==> src/rtl/tblink_call_pkg.sv <==
// Shared method-id encoding for the call dispatcher and its testbench.
package tblink_call_pkg;

  localparam int METH_W = 4;

  typedef logic [METH_W-1:0] meth_t;

  localparam meth_t METH_INC  = 4'd0;
  localparam meth_t METH_DEC  = 4'd1;
  localparam meth_t METH_ECHO = 4'd2;
  localparam meth_t METH_ACC  = 4'd3;

  // True for ids that have an implementation in the method table.
  function automatic logic meth_known(input meth_t m);
    return (m <= METH_ACC);
  endfunction

endpackage

==> src/rtl/tblink_call_dispatch_if.sv <==
// Request/response bundle between the tblink transport bridge (master) and the dispatcher (slave).
interface tblink_call_dispatch_if #(
  parameter int N_CHANNELS = 2,
  parameter int DEPTH      = 4,
  parameter int ID_W       = 8,
  parameter int DATA_W     = 32
);
  localparam int CH_W = (N_CHANNELS > 1) ? $clog2(N_CHANNELS) : 1;
  localparam int NP_W = $clog2(DEPTH + 1) + 1;

  logic [N_CHANNELS-1:0]                         req_valid;
  logic [N_CHANNELS-1:0]                         req_ready;
  logic [N_CHANNELS*ID_W-1:0]                    req_id;
  logic [N_CHANNELS*tblink_call_pkg::METH_W-1:0] req_method;
  logic [N_CHANNELS*DATA_W-1:0]                  req_arg;

  logic              rsp_valid;
  logic              rsp_ready;
  logic [CH_W-1:0]   rsp_chan;
  logic [ID_W-1:0]   rsp_id;
  logic [DATA_W-1:0] rsp_rv;
  logic              rsp_err;

  logic [NP_W-1:0]   n_pending;
  logic              idle;

  modport master (
    output req_valid, req_id, req_method, req_arg, rsp_ready,
    input  req_ready, rsp_valid, rsp_chan, rsp_id, rsp_rv, rsp_err, n_pending, idle
  );

  modport slave (
    input  req_valid, req_id, req_method, req_arg, rsp_ready,
    output req_ready, rsp_valid, rsp_chan, rsp_id, rsp_rv, rsp_err, n_pending, idle
  );

endinterface

==> src/rtl/tblink_rr_arb.sv <==
// N-way round-robin arbiter: search starts one past the last winner; the pointer moves only on advance.
module tblink_rr_arb #(
  parameter int N     = 2,
  parameter int IDX_W = 1
) (
  input  logic             clock,
  input  logic             reset,
  input  logic [N-1:0]     req,
  input  logic             advance,
  output logic [N-1:0]     gnt,
  output logic [IDX_W-1:0] gnt_idx
);

  logic [IDX_W-1:0] ptr;

  // Reset to the last channel so channel 0 is searched first.
  always_ff @(posedge clock) begin
    if (reset) begin
      ptr <= IDX_W'(N - 1);
    end else if (advance) begin
      ptr <= gnt_idx;
    end
  end

  always_comb begin
    int               cand;
    logic [IDX_W-1:0] ci;
    logic             found;
    gnt     = '0;
    gnt_idx = '0;
    found   = 1'b0;
    cand    = 0;
    ci      = '0;
    for (int i = 1; i <= N; i++) begin
      cand = (int'(ptr) + i) % N;
      ci   = IDX_W'(cand);
      if (!found && req[ci]) begin
        found   = 1'b1;
        gnt[ci] = 1'b1;
        gnt_idx = ci;
      end
    end
  end

endmodule

==> src/rtl/tblink_call_dispatch.sv <==
// Arbitrates N request channels into a pending FIFO, executes one call per cycle, returns tagged completions.
// Accept-to-rsp_valid is 2 cycles when idle; req_ready falls only when the FIFO is full, never on rsp_ready.
module tblink_call_dispatch
  import tblink_call_pkg::*;
#(
  parameter int N_CHANNELS = 2,
  parameter int DEPTH      = 4,
  parameter int ID_W       = 8,
  parameter int DATA_W     = 32,
  parameter int INC_AMT    = 1
) (
  input  logic                 clock,
  input  logic                 reset,
  tblink_call_dispatch_if.slave bus
);

  localparam int CH_W  = (N_CHANNELS > 1) ? $clog2(N_CHANNELS) : 1;
  localparam int AW    = $clog2(DEPTH);
  localparam int CNT_W = $clog2(DEPTH + 1);
  localparam int NP_W  = CNT_W + 1;

  typedef struct packed {
    logic [CH_W-1:0]   chan;
    logic [ID_W-1:0]   id;
    meth_t             method;
    logic [DATA_W-1:0] arg;
  } entry_t;

  logic [N_CHANNELS-1:0] gnt;
  logic [N_CHANNELS-1:0] ready;
  logic [CH_W-1:0]       gnt_idx;
  logic                  has_room;
  logic                  accept;
  logic                  load;

  logic [ID_W-1:0]   ch_id  [N_CHANNELS];
  meth_t             ch_meth[N_CHANNELS];
  logic [DATA_W-1:0] ch_arg [N_CHANNELS];

  entry_t            mem [DEPTH];
  entry_t            wr_ent;
  entry_t            head;
  logic [AW-1:0]     wr_ptr;
  logic [AW-1:0]     rd_ptr;
  logic [CNT_W-1:0]  count;

  logic [DATA_W-1:0] acc;
  logic [DATA_W-1:0] acc_nxt;
  logic [DATA_W-1:0] exec_rv;
  logic              exec_err;

  logic              rsp_valid;
  logic [CH_W-1:0]   rsp_chan;
  logic [ID_W-1:0]   rsp_id;
  logic [DATA_W-1:0] rsp_rv;
  logic              rsp_err;
  logic [NP_W-1:0]   n_pending;

  for (genvar c = 0; c < N_CHANNELS; c++) begin : g_split
    assign ch_id[c]   = bus.req_id[c*ID_W +: ID_W];
    assign ch_meth[c] = bus.req_method[c*METH_W +: METH_W];
    assign ch_arg[c]  = bus.req_arg[c*DATA_W +: DATA_W];
  end

  tblink_rr_arb #(
    .N     (N_CHANNELS),
    .IDX_W (CH_W)
  ) u_arb (
    .clock   (clock),
    .reset   (reset),
    .req     (bus.req_valid),
    .advance (accept),
    .gnt     (gnt),
    .gnt_idx (gnt_idx)
  );

  // Room is judged on the registered count, so a same-cycle response pop does not reopen the gate.
  assign has_room = !reset && (count < CNT_W'(DEPTH));
  assign ready    = has_room ? gnt : '0;
  assign accept   = |(bus.req_valid & ready);
  assign load     = (count != '0) && (!rsp_valid || bus.rsp_ready);

  assign wr_ent.chan   = gnt_idx;
  assign wr_ent.id     = ch_id[gnt_idx];
  assign wr_ent.method = ch_meth[gnt_idx];
  assign wr_ent.arg    = ch_arg[gnt_idx];
  assign head          = mem[rd_ptr];

  always_ff @(posedge clock) begin
    if (accept) begin
      mem[wr_ptr] <= wr_ent;
    end
  end

  always_comb begin
    exec_rv  = '0;
    exec_err = !meth_known(head.method);
    acc_nxt  = acc;
    case (head.method)
      METH_INC:  exec_rv = head.arg + DATA_W'(INC_AMT);
      METH_DEC:  exec_rv = head.arg - DATA_W'(INC_AMT);
      METH_ECHO: exec_rv = head.arg;
      METH_ACC: begin
        acc_nxt = acc + head.arg;
        exec_rv = acc_nxt;
      end
      default:   exec_rv = '0;
    endcase
  end

  always_ff @(posedge clock) begin
    if (reset) begin
      wr_ptr    <= '0;
      rd_ptr    <= '0;
      count     <= '0;
      acc       <= '0;
      rsp_valid <= 1'b0;
      rsp_chan  <= '0;
      rsp_id    <= '0;
      rsp_rv    <= '0;
      rsp_err   <= 1'b0;
    end else begin
      if (accept) begin
        wr_ptr <= wr_ptr + 1'b1;
      end
      if (load) begin
        rd_ptr    <= rd_ptr + 1'b1;
        acc       <= acc_nxt;
        rsp_valid <= 1'b1;
        rsp_chan  <= head.chan;
        rsp_id    <= head.id;
        rsp_rv    <= exec_rv;
        rsp_err   <= exec_err;
      end else if (bus.rsp_ready) begin
        rsp_valid <= 1'b0;
      end
      case ({accept, load})
        2'b10:   count <= count + CNT_W'(1);
        2'b01:   count <= count - CNT_W'(1);
        default: count <= count;
      endcase
    end
  end

  assign n_pending = NP_W'(count) + NP_W'(rsp_valid);

  assign bus.req_ready = ready;
  assign bus.rsp_valid = rsp_valid;
  assign bus.rsp_chan  = rsp_chan;
  assign bus.rsp_id    = rsp_id;
  assign bus.rsp_rv    = rsp_rv;
  assign bus.rsp_err   = rsp_err;
  assign bus.n_pending = n_pending;
  assign bus.idle      = (n_pending == '0);

endmodule
==> src/flat_wrapper.sv <==
// flat-port wrapper written by rule: the top's interface ports become plain ports
module tblink_call_dispatch_flat import tblink_call_pkg::*;
#(
  parameter int N_CHANNELS = 2,
  parameter int DEPTH      = 4,
  parameter int ID_W       = 8,
  parameter int DATA_W     = 32,
  parameter int INC_AMT    = 1
)
  (clock, reset, bus_req_valid, bus_req_id, bus_req_method, bus_req_arg, bus_rsp_ready, bus_req_ready, bus_rsp_valid, bus_rsp_chan, bus_rsp_id, bus_rsp_rv, bus_rsp_err, bus_n_pending, bus_idle);
  tblink_call_dispatch_if #(.N_CHANNELS(N_CHANNELS), .DEPTH(DEPTH), .ID_W(ID_W), .DATA_W(DATA_W)) bus_i ();
  input  logic clock;
  input  logic reset;
  input wire logic [$bits(bus_i.req_valid)-1:0] bus_req_valid;
  input wire logic [$bits(bus_i.req_id)-1:0] bus_req_id;
  input wire logic [$bits(bus_i.req_method)-1:0] bus_req_method;
  input wire logic [$bits(bus_i.req_arg)-1:0] bus_req_arg;
  input wire logic [$bits(bus_i.rsp_ready)-1:0] bus_rsp_ready;
  output wire logic [$bits(bus_i.req_ready)-1:0] bus_req_ready;
  output wire logic [$bits(bus_i.rsp_valid)-1:0] bus_rsp_valid;
  output wire logic [$bits(bus_i.rsp_chan)-1:0] bus_rsp_chan;
  output wire logic [$bits(bus_i.rsp_id)-1:0] bus_rsp_id;
  output wire logic [$bits(bus_i.rsp_rv)-1:0] bus_rsp_rv;
  output wire logic [$bits(bus_i.rsp_err)-1:0] bus_rsp_err;
  output wire logic [$bits(bus_i.n_pending)-1:0] bus_n_pending;
  output wire logic [$bits(bus_i.idle)-1:0] bus_idle;
  assign bus_i.req_valid = bus_req_valid;
  assign bus_i.req_id = bus_req_id;
  assign bus_i.req_method = bus_req_method;
  assign bus_i.req_arg = bus_req_arg;
  assign bus_i.rsp_ready = bus_rsp_ready;
  assign bus_req_ready = bus_i.req_ready;
  assign bus_rsp_valid = bus_i.rsp_valid;
  assign bus_rsp_chan = bus_i.rsp_chan;
  assign bus_rsp_id = bus_i.rsp_id;
  assign bus_rsp_rv = bus_i.rsp_rv;
  assign bus_rsp_err = bus_i.rsp_err;
  assign bus_n_pending = bus_i.n_pending;
  assign bus_idle = bus_i.idle;
  tblink_call_dispatch #(.N_CHANNELS(N_CHANNELS), .DEPTH(DEPTH), .ID_W(ID_W), .DATA_W(DATA_W), .INC_AMT(INC_AMT)) u_core (.clock(clock), .reset(reset), .bus(bus_i));
endmodule
==> config.mk <==
export PLATFORM = sky130hd
export DESIGN_NAME = tblink_call_dispatch_flat
export DESIGN_NICKNAME = d
export VERILOG_FILES = /design/src/rtl/tblink_call_pkg.sv /design/src/rtl/tblink_call_dispatch_if.sv /design/src/rtl/tblink_rr_arb.sv /design/src/rtl/tblink_call_dispatch.sv /design/src/flat_wrapper.sv
export SDC_FILE = /design/constraint.sdc
export NUM_CORES = 1
export LEC_CHECK = 0
export ABC_AREA = 1
export BUFFER_PORTS_ARGS = -buffer_cell sky130_fd_sc_hd__buf_2
export CORE_MARGIN = 1
export CORE_UTILIZATION = 55
export CTS_BUF_LIST = sky130_fd_sc_hd__clkbuf_16
export DETAILED_ROUTE_END_ITERATION = 6
export PLACE_DENSITY = 0.73
export SLEW_MARGIN = 20
export SYNTH_ARGS = -nofsm -noshare
export SYNTH_HDL_FRONTEND = slang
export SYNTH_SLANG_ARGS = --single-unit
==> constraint.sdc <==
create_clock -name clock -period 10.7 [get_ports clock]
set_clock_uncertainty 0.05 [all_clocks]
set_input_delay 2.14 -clock clock [delete_from_list [all_inputs] [get_ports clock]]
set_output_delay 2.14 -clock clock [all_outputs]
set_load 0.02 [all_outputs]
==> impl_metrics.env <==
export IMPL_status="complete, no violations"
export IMPL_dp_cells=2422
export IMPL_antenna_found_initial=0
export IMPL_fillers=2366
export IMPL_end_kind="output pin"
export IMPL_clk_latency_ns=0.57
export IMPL_diodes=0
export IMPL_cts_hold_buf=0
export IMPL_clk_pin_slew_ns=0.05
export IMPL_peakVddDrop_v=0.000141
export IMPL_synth_top_area_frac=0.351
export IMPL_synth_nets=2111
export IMPL_syn_avg_cell_area_um2=7.81
export IMPL_core_area_um2=27200
export IMPL_synth_distinct_cells=53
export IMPL_dp_hpwl_mm=29.3
export IMPL_grt_pass1_vias=12900
export IMPL_synth_commonest_cells="621 x nand2_1, 192 x nor2_1, 186 x inv_1, 180 x edfxtp_1, 118 x a21oi_1"
export IMPL_grt_pass1_wl_mm=66.6
export IMPL_ys_seq_elements=265
export IMPL_die_x_um=169
export IMPL_postCtsSetupBuffers=0
export IMPL_h_tree_depth=1
export IMPL_io_buffers=142
export IMPL_hold_violations=0
export IMPL_rsz0062_at_grt="false"
export IMPL_path_max_fanout=49
export IMPL_rows=60
export IMPL_cp_start_kind="primary input"
export IMPL_synth_edf_count=180
export IMPL_worst_ep_required_time_ns=8.51
export IMPL_synth_most_common_cell="nand2_1"
export IMPL_die_y_um=169
export IMPL_cts_made_buffers=28
export IMPL_finalSetupTns_ns=0
export IMPL_tightest_slew_ns=1.05
export IMPL_setup_violations=0
export IMPL_cts_tree="built"
export IMPL_start_util=0.566
export IMPL_drc=0
export IMPL_crit_type="primary input to output pin"
export IMPL_grtUsageTotal=0.296
export IMPL_post_drt_wl_per_cell_um=16.9
export IMPL_ant_nets=0
export IMPL_grt_overflow_total=0
export IMPL_p_per_area_nw_per_um2=279
export IMPL_vias_per_cell=5.46
export IMPL_min_period_ns=5.74
export IMPL_synth_largest_area_cell="edfxtp_1"
export IMPL_fin_nets=2223
export IMPL_drt_first_iter_violations=1253
export IMPL_finalMaxSlewViolations=0
export IMPL_ctsResizeCount=0
export IMPL_fin_crit_sh=0.537
export IMPL_yosys_warnings=0
export IMPL_cts_sinks=265
export IMPL_synth_async_reset_ratio=0
export IMPL_drive_gt1_frac=0.149
export IMPL_cts_root_buf="clkbuf_16"
export IMPL_cap_violations=0
export IMPL_synth_ff_type="edfxtp_1"
export IMPL_gp_congestion=0.984
export IMPL_drt_wl_total_mm=41.9
export IMPL_die_area_um2=28600
export IMPL_cts_buffer_depth=3
export IMPL_crit_start="bus_req_valid[0]"
export IMPL_io_pins=143
export IMPL_hold_start="u_core.bus.rsp_rv[20]$_SDFFE_PP0P_"
export IMPL_syn2layout_area_growth_pct=12.4
export IMPL_cp_arrival_ns=3.55
export IMPL_maxSlewHeadroom=0.302
export IMPL_final_cells=2475
export IMPL_syn_instance_count=1969
export IMPL_synth_area_um2=15400
export IMPL_first_pass_iters=5
export IMPL_p_leak_uw=0.00785
export IMPL_num_vias=13500
export IMPL_grt_max_degree=89
export IMPL_synth_area_leaders="edfxtp_1 35%, nand2_1 15%, dfxtp_1 11%, nor2_1 4.7%, inv_1 4.5%"
export IMPL_max_freq_mhz=174
export IMPL_hold_path_class="flip-flop to flip-flop"
export IMPL_ys_seq_area_frac=0.462
[cell families after synthesis]
family | share of synthesized area
flip-flops | 0.462
adder cells (fa/ha/maj) | 0.0408
buffers and inverters | 0.0791
AND/OR/NAND/NOR | 0.267
AO/OA/AOI/OAI | 0.127
XOR/XNOR | 0.0238
[placed cells by master, fill, tap and decap left out, types with 10 or more instances in the layout]
cell type,n
inv_2,25
o21ai_0,115
dfxtp_1,83
nor2_1,187
nand3_1,93
nand4_1,10
buf_4,14
nor2_2,13
inv_1,191
o21bai_1,10
a31oi_1,13
nand2_1,621
buf_2,142
a41oi_1,16
edfxtp_1,180
ha_1,47
o211ai_1,10
o21ai_1,12
xor2_1,22
nand2_2,35
a21oi_1,118
clkbuf_16,29
[worst paths after layout]
check,depth (start not counted),endpoint,slack (ns)
max,7,bus_req_ready[1],4.96
min,2,u_core.bus.rsp_rv[20]$_SDFFE_PP0P_,0.41
max reg2reg,22,u_core.bus.rsp_rv[18]$_SDFFE_PP0P_,5.91
min reg2reg,2,u_core.bus.rsp_rv[20]$_SDFFE_PP0P_,0.41
[per-stage QoR]
step	area (um2)	total power [uW]	hold slack, ns	util	setup WS [ns]
6_report	17300	4830	0.410	0.636	4.96
5_1_grt	17300	5150	0.431	0.636	4.79
4_1_cts	17300	4800	0.413	0.635	4.25
3_5_place_dp	16300	3820	0.403	0.600	4.25
3_3_place_gp	16300	3790	0.400	0.600	4.34
2_1_floorplan	15400	3160	0.395	-	5.54
[critical path, cell delays in order]
cell	delay (ns)
buf_2	0.09
inv_1	0.06
o21ai_4	0.38
inv_2	0.44
nand2_1	0.24
inv_1	0.05
buf_2	0.15
[final cells by class]
cell class | instances | area [um2] | share of cell area
Clock buffer | 29 | 726 | 0.0420
Clock inverter | 23 | 214 | 0.0124
Inverter | 214 | 811 | 0.0469
Multi-Input combinational cell | 1415 | 7110 | 0.412
Sequential cell | 265 | 7110 | 0.411
Tap cell | 372 | 465 | 0.0269
Timing Repair Buffer | 157 | 843 | 0.0488
[state kept, by name, summed over array words and instances, names as in the netlist, named ones only]
signal / count
u_core.mem: 180
u_core.acc: 32
u_core.bus.rsp_rv: 32
u_core.bus.rsp_id: 8
u_core.count: 3
u_core.rd_ptr: 2
u_core.wr_ptr: 2
u_core.bus.rsp_chan: 1
u_core.bus.rsp_err: 1
u_core.bus.rsp_valid: 1
u_core.u_arb.ptr: 1
[power by group]
part | internal, uW | leakage, uW | switching, uW
Sequential | 1250 | 0.00234 | 56.9
Combinational | 710 | 0.00503 | 1840
Clock | 566 | 0.000478 | 404
[routing by layer]
metal / wire [um] / GRT usage
met5: 0 / 0
met4: 938 / 0.0838
met3: 2400 / 0.0280
met2: 20300 / 0.506
met1: 18300 / 0.402
Note: power is estimated with default switching activity, not from simulation.
